$ cat src/rtl/robot_mission_ctrl.sv
// ---------------------------------------------------------------------------
// robot_mission_ctrl
//
// Sequences one robot mission: it holds the robot in reset for RST_CYCLES,
// lets it run while counting its commands, and ends the mission on an idle
// streak (done), on a command-protocol violation, on the move budget being
// used up, or on a run of consecutive turns (fault).
//
// Ports
//   clock          system clock
//   reset          asynchronous, active-low reset
//   start          begin a mission (ignored while busy or faulted)
//   abort          cancel the running mission, or clear a fault
//   robot_front    robot command: step forward
//   robot_turn     robot command: turn
//   robot_remove   robot command: remove an object
//   robot_rst_n    active-low reset to the robot; high only while running
//   busy           mission in progress (robot reset or running)
//   done           one-cycle pulse when a mission completes normally
//   fault          sticky fault flag, cleared only by abort
//   fault_code     11 multiple commands, 10 move limit, 01 stuck turning
//   move_count     forward steps in the current or last mission
//   remove_count   removals in the current or last mission (saturates)
// ---------------------------------------------------------------------------
module robot_mission_ctrl #(
    parameter int MOVE_LIMIT = 1000,
    parameter int TURN_LIMIT = 8,
    parameter int IDLE_LIMIT = 4,
    parameter int RST_CYCLES = 2
) (
    input  logic        clock,
    input  logic        reset,
    input  logic        start,
    input  logic        abort,
    input  logic        robot_front,
    input  logic        robot_turn,
    input  logic        robot_remove,
    output logic        robot_rst_n,
    output logic        busy,
    output logic        done,
    output logic        fault,
    output logic [1:0]  fault_code,
    output logic [15:0] move_count,
    output logic [7:0]  remove_count
);

    localparam logic [15:0] MOVE_LIM = 16'(MOVE_LIMIT);
    localparam logic [15:0] TURN_LIM = 16'(TURN_LIMIT);
    localparam logic [15:0] IDLE_LIM = 16'(IDLE_LIMIT);
    localparam logic [15:0] RST_LAST = 16'(RST_CYCLES - 1);

    typedef enum logic [2:0] {
        ST_IDLE,
        ST_RESET_ROBOT,
        ST_RUN,
        ST_DONE,
        ST_FAULT
    } state_t;

    state_t      state, state_n;
    logic [1:0]  code_n;
    logic [15:0] move_n;
    logic [7:0]  remove_n;
    logic [15:0] turn_streak, turn_n;
    logic [15:0] idle_count, idle_n;
    logic [15:0] rst_cnt, rst_cnt_n;
    logic [1:0]  cmd_cnt;

    assign cmd_cnt = {1'b0, robot_front} + {1'b0, robot_turn} + {1'b0, robot_remove};

    // Next-state and next-counter decode.
    always_comb begin
        // NOTE: every variable gets a default first so no path leaves it
        // unassigned; otherwise synthesis would infer a latch.
        state_n   = state;
        code_n    = fault_code;
        move_n    = move_count;
        remove_n  = remove_count;
        turn_n    = turn_streak;
        idle_n    = idle_count;
        rst_cnt_n = rst_cnt;

        unique case (state)
            ST_IDLE: begin
                if (start && !abort) begin
                    state_n   = ST_RESET_ROBOT;
                    move_n    = '0;
                    remove_n  = '0;
                    turn_n    = '0;
                    idle_n    = '0;
                    rst_cnt_n = '0;
                end
            end

            ST_RESET_ROBOT: begin
                if (abort)
                    state_n = ST_IDLE;
                else if (rst_cnt == RST_LAST)
                    state_n = ST_RUN;
                else
                    rst_cnt_n = rst_cnt + 16'd1;
            end

            ST_RUN: begin
                if (abort) begin
                    state_n = ST_IDLE;
                end else begin
                    // Counter updates of this cycle apply even when it exits.
                    if (robot_front) begin
                        move_n = move_count + 16'd1;
                        turn_n = '0;
                    end else if (robot_turn) begin
                        turn_n = turn_streak + 16'd1;
                    end
                    if (robot_remove && remove_count != 8'hFF)
                        remove_n = remove_count + 8'd1;
                    idle_n = (cmd_cnt == 2'd0) ? idle_count + 16'd1 : '0;

                    // Exit checks, highest priority first.
                    if (cmd_cnt > 2'd1) begin
                        state_n = ST_FAULT;
                        code_n  = 2'b11;
                    end else if (robot_front && move_count + 16'd1 == MOVE_LIM) begin
                        state_n = ST_FAULT;
                        code_n  = 2'b10;
                    end else if (robot_turn && turn_streak + 16'd1 == TURN_LIM) begin
                        state_n = ST_FAULT;
                        code_n  = 2'b01;
                    end else if (cmd_cnt == 2'd0 && idle_count + 16'd1 == IDLE_LIM) begin
                        state_n = ST_DONE;
                    end
                end
            end

            ST_DONE: state_n = ST_IDLE;

            ST_FAULT: begin
                if (abort) begin
                    state_n = ST_IDLE;
                    code_n  = 2'b00;
                end
            end

            default: state_n = ST_IDLE;
        endcase
    end

    // State, counters and registered outputs. Outputs are decoded from the
    // next state so each one comes straight from its own flop.
    always_ff @(posedge clock or negedge reset) begin
        if (!reset) begin
            state        <= ST_IDLE;
            robot_rst_n  <= 1'b0;
            busy         <= 1'b0;
            done         <= 1'b0;
            fault        <= 1'b0;
            fault_code   <= 2'b00;
            move_count   <= '0;
            remove_count <= '0;
            turn_streak  <= '0;
            idle_count   <= '0;
            rst_cnt      <= '0;
        end else begin
            // NOTE: non-blocking assignments so every flop samples the
            // pre-edge values regardless of statement order.
            state        <= state_n;
            robot_rst_n  <= (state_n == ST_RUN);
            busy         <= (state_n == ST_RESET_ROBOT) || (state_n == ST_RUN);
            done         <= (state_n == ST_DONE);
            fault        <= (state_n == ST_FAULT);
            fault_code   <= code_n;
            move_count   <= move_n;
            remove_count <= remove_n;
            turn_streak  <= turn_n;
            idle_count   <= idle_n;
            rst_cnt      <= rst_cnt_n;
        end
    end

endmodule

$ cat config.mk
export PLATFORM = sky130hd
export DESIGN_NAME = robot_mission_ctrl
export DESIGN_NICKNAME = d
export VERILOG_FILES = /design/src/rtl/robot_mission_ctrl.sv
export SDC_FILE = /design/constraint.sdc
export NUM_CORES = 1
export LEC_CHECK = 0
export CORE_MARGIN = 4
export CORE_UTILIZATION = 45
export CTS_CLUSTER_SIZE = 30
export DETAILED_ROUTE_END_ITERATION = 6
export GPL_ROUTABILITY_DRIVEN = 0
export SETUP_SLACK_MARGIN = 0.4
export SKIP_CTS_REPAIR_TIMING = 1
export SLEW_MARGIN = 0
export SYNTH_ARGS = -nofsm -noshare
export SYNTH_HDL_FRONTEND = slang
export SYNTH_SLANG_ARGS = --single-unit
$ cat constraint.sdc
create_clock -name clock -period 5.4 [get_ports clock]
set_input_delay 0.81 -clock clock [delete_from_list [all_inputs] [get_ports clock]]
set_output_delay 0.81 -clock clock [all_outputs]
set_load 0.005 [all_outputs]
==> results.yml <==
setup_path:
  worst_path_max_delay_cell: "or4b_2"
  crit_type: "primary input to flop"
  crit_chain: "clkdlybuf4s50_1, fa_1, or4b_2, a211oi_1, a41oi_1, nor4b_2, a31oi_1"
  regToRegSetupSlack_ns: 2.55
  arrival_ns: 3.54
  r2r_cells: 7
  critPathCaptureType: "flop"
  slowest_delay_ns: 0.68
  cp-start-kind: "primary input"
  worst_ep_required_time_ns: 5.63
  critPathMaxFanout: 8
  worstReg2RegStart: "move_count[3]"
  reg2reg_to: "state[0]"
timing:
  tightest_slew_ns: 1.03
  finalHoldWorstSlack_ns: 0.522
  maxSlewHeadroom_pct: 31.2
  period_share_pct: 61.2
  max_freq_mhz: 302
  timing.final.crit_period_ns: 3.31
  drv_slew: 0
  fin_worst_skew_ns: 0.0166
  setup_viol: 0
  worst_slack_ns: 2.09
  final-hold-violation-count: 0
  setup_tns_ns: 0
  rsz0062_at_grt: "false"
synthesis:
  netlist_instances: 557
  synth.area.mux_share_pct: 0.418
  ys_ff_latch: 81
  synth_warnings: 0
  synth_commonest_cells: "dfrtp_1 (81), o21ai_0 (74), nor2_1 (61), nand2_1 (49), nand3_1 (39)"
  synth_most_common_cell: "dfrtp_1"
  yosys.area.top_type: "dfrtp_1"
  synth_flop_cell: "dfrtp_1"
  synth_fa_ha_area_share_pct: 2.77
  netlist_area_mm2: 0.00479
  synth.avg_cell_area_um2: 8.61
  synth.yosys.seq_area_share_pct: 42.3
  synthTopCellsByArea: "dfrtp_1 (42%), o21ai_0 (7.7%), nor2_1 (4.8%)"
  synth_compound_area_share_pct: 18.3
  synthSimpleGateAreaFrac_pct: 26.3
  synth_cell_types: 59
  ys_async_sr_fraction_pct: 100
  syn-num-nets: 574
  synth_xor_xnor_area_share_pct: 6.58
  yosysTopAreaCellShare_pct: 42.3
  synth_top_family_by_area: "simple AND/OR/NAND/NOR gates"
  synth_edf_count: 0
route:
  drtPass1Iterations: 5
  via_per_inst: 5.88
  vias: 4266
  drc: 0
  wl_per_cell_um: 15.9
  wl_um: 11500
  drt_iter0_drc: 267
  drtAntennaViolNets: 0
global_routing:
  grt_pass1_wl_um: 19700
  grt_pass1_vias: 4022
  grt_max_degree: 82
  gr-usage-all-layers_pct: 19.0
  overflow: 0
  antenna_found_initial: 0
clock_tree:
  clock_latency_ns: 0.36
  cts_max_level: 3
  clkSinkCount: 81
  cts_made_buffers: 9
  cts_buffer_depth: 2
  cts_tree: "built"
  clk_pin_slew_ns: 0.10
  clock-root-buffer: "clkbuf_8"
die:
  coreArea_mm2: 0.0104
  io-pin-count: 37
  die_h_um: 111
  rows: 37
  die-area_mm2: 0.0124
  initial_core_util_pct: 46.2
  die_w_um: 111
run:
  drv_cap: 0
placed_design:
  place_hpwl_um: 7920
  dp.cells: 709
  post_dp_cell_area_mm2: 0.00525
  place_ws_ns: 1.75
  portBuffers: 36
hold_path:
  min_path_cells: 1
  hp-start: "idle_count[11]"
  hold_path.class: "flop to flop"
  hold_path_end: "idle_count[11]"
pwr:
  p_int_uw: 1000
  p_comb_share_pct: 16.5
  p_clk_share_pct: 36.0
  ir_worst_vdd_uv: 134
  p_sw_share_pct: 29.6
  p_switching_uw: 423
  cellPowerDensity_mw_per_mm2: 260
  p_leak_uw: 0.00220
  pwr-share-seq_pct: 47.5
cells_and_area:
  n_antenna_cell: 0
  finalNonFillerCells: 725
  fin_nets: 601
  area_growth_pct: 14.4
  fin_area_mm2: 0.00548
  drive_above_1_share_pct: 6.28
outcome:
  status: "completed"
cell families after synthesis:
kind of cell    after synthesis
fa+ha+maj                    10
compound gates              146
flops                        81
simple gates                244
mux                           2
xor+xnor                     36
buf+inv                      38
power groups by stage:
stage	clock network, µW	registers, µW	logic [µW]
after CTS	530	679	237
after floorplan	0	682	134
after global routing	552	687	265
after detailed placement	0	691	236
final	514	679	235
after global placement	0	690	230
critical path, delay by kind of cell:
kind | cells | cell delay (ns)
adder cells (fa/ha/maj) | 1 | 0.58
AO/OA/AOI/OAI | 3 | 0.57
AND/OR/NAND/NOR | 2 | 0.97
buffers and inverters | 1 | 0.60
sequential cells by signal, indices dropped and copies added (netlist names):
signal	flops
idle_count	16
move_count	16
rst_cnt	16
turn_streak	16
remove_count	8
state	3
fault_code	2
busy	1
done	1
fault	1
robot_rst_n	1
layer usage:
layer  vias to the layer above  routed length, µm  track usage [%]
li1                       2080                  -                -
met1                      2072               5450             27.3
met2                       105               5450             29.9
met3                         9                484             3.11
met4                         0                117             4.95
met5                         -                  0                0
stage by stage:
stage	power, µW	util (%)
finish	1430	52.9
global route	1500	52.9
CTS	1450	52.9
detailed placement	926	50.7
global placement	920	50.7
floorplan	816	-
cell type report:
| cell class | count | area, µm² |
|---|---|---|
| Clock buffer | 10 | 138 |
| Clock inverter | 6 | 90.1 |
| Fill cell | 965 | 4890 |
| Inverter | 12 | 45.0 |
| Multi-Input combinational cell | 438 | 2610 |
| Sequential cell | 81 | 2030 |
| Tap cell | 136 | 170 |
| Timing Repair Buffer | 42 | 403 |
how the worst max path moves through the flow:
stage                startpoint    to
detailed placement  robot_front  busy
CTS                 robot_front  busy
floorplan           robot_front  busy
finish              robot_front  busy
global placement    robot_front  busy
global route        robot_front  busy
cell usage in the layout (no fill, tap or decap), types with 10 or more instances in the layout:
master / n
dfrtp_1: 81
o21ai_0: 74
nor2_1: 61
nand2_1: 49
nand3_1: 39
clkdlybuf4s50_1: 35
nand4_1: 20
xnor2_1: 19
xor2_1: 17
a21oi_1: 16
nor3_1: 15
a31oi_1: 15
inv_1: 12
clkbuf_8: 10
(Power assumes the default switching activity.)
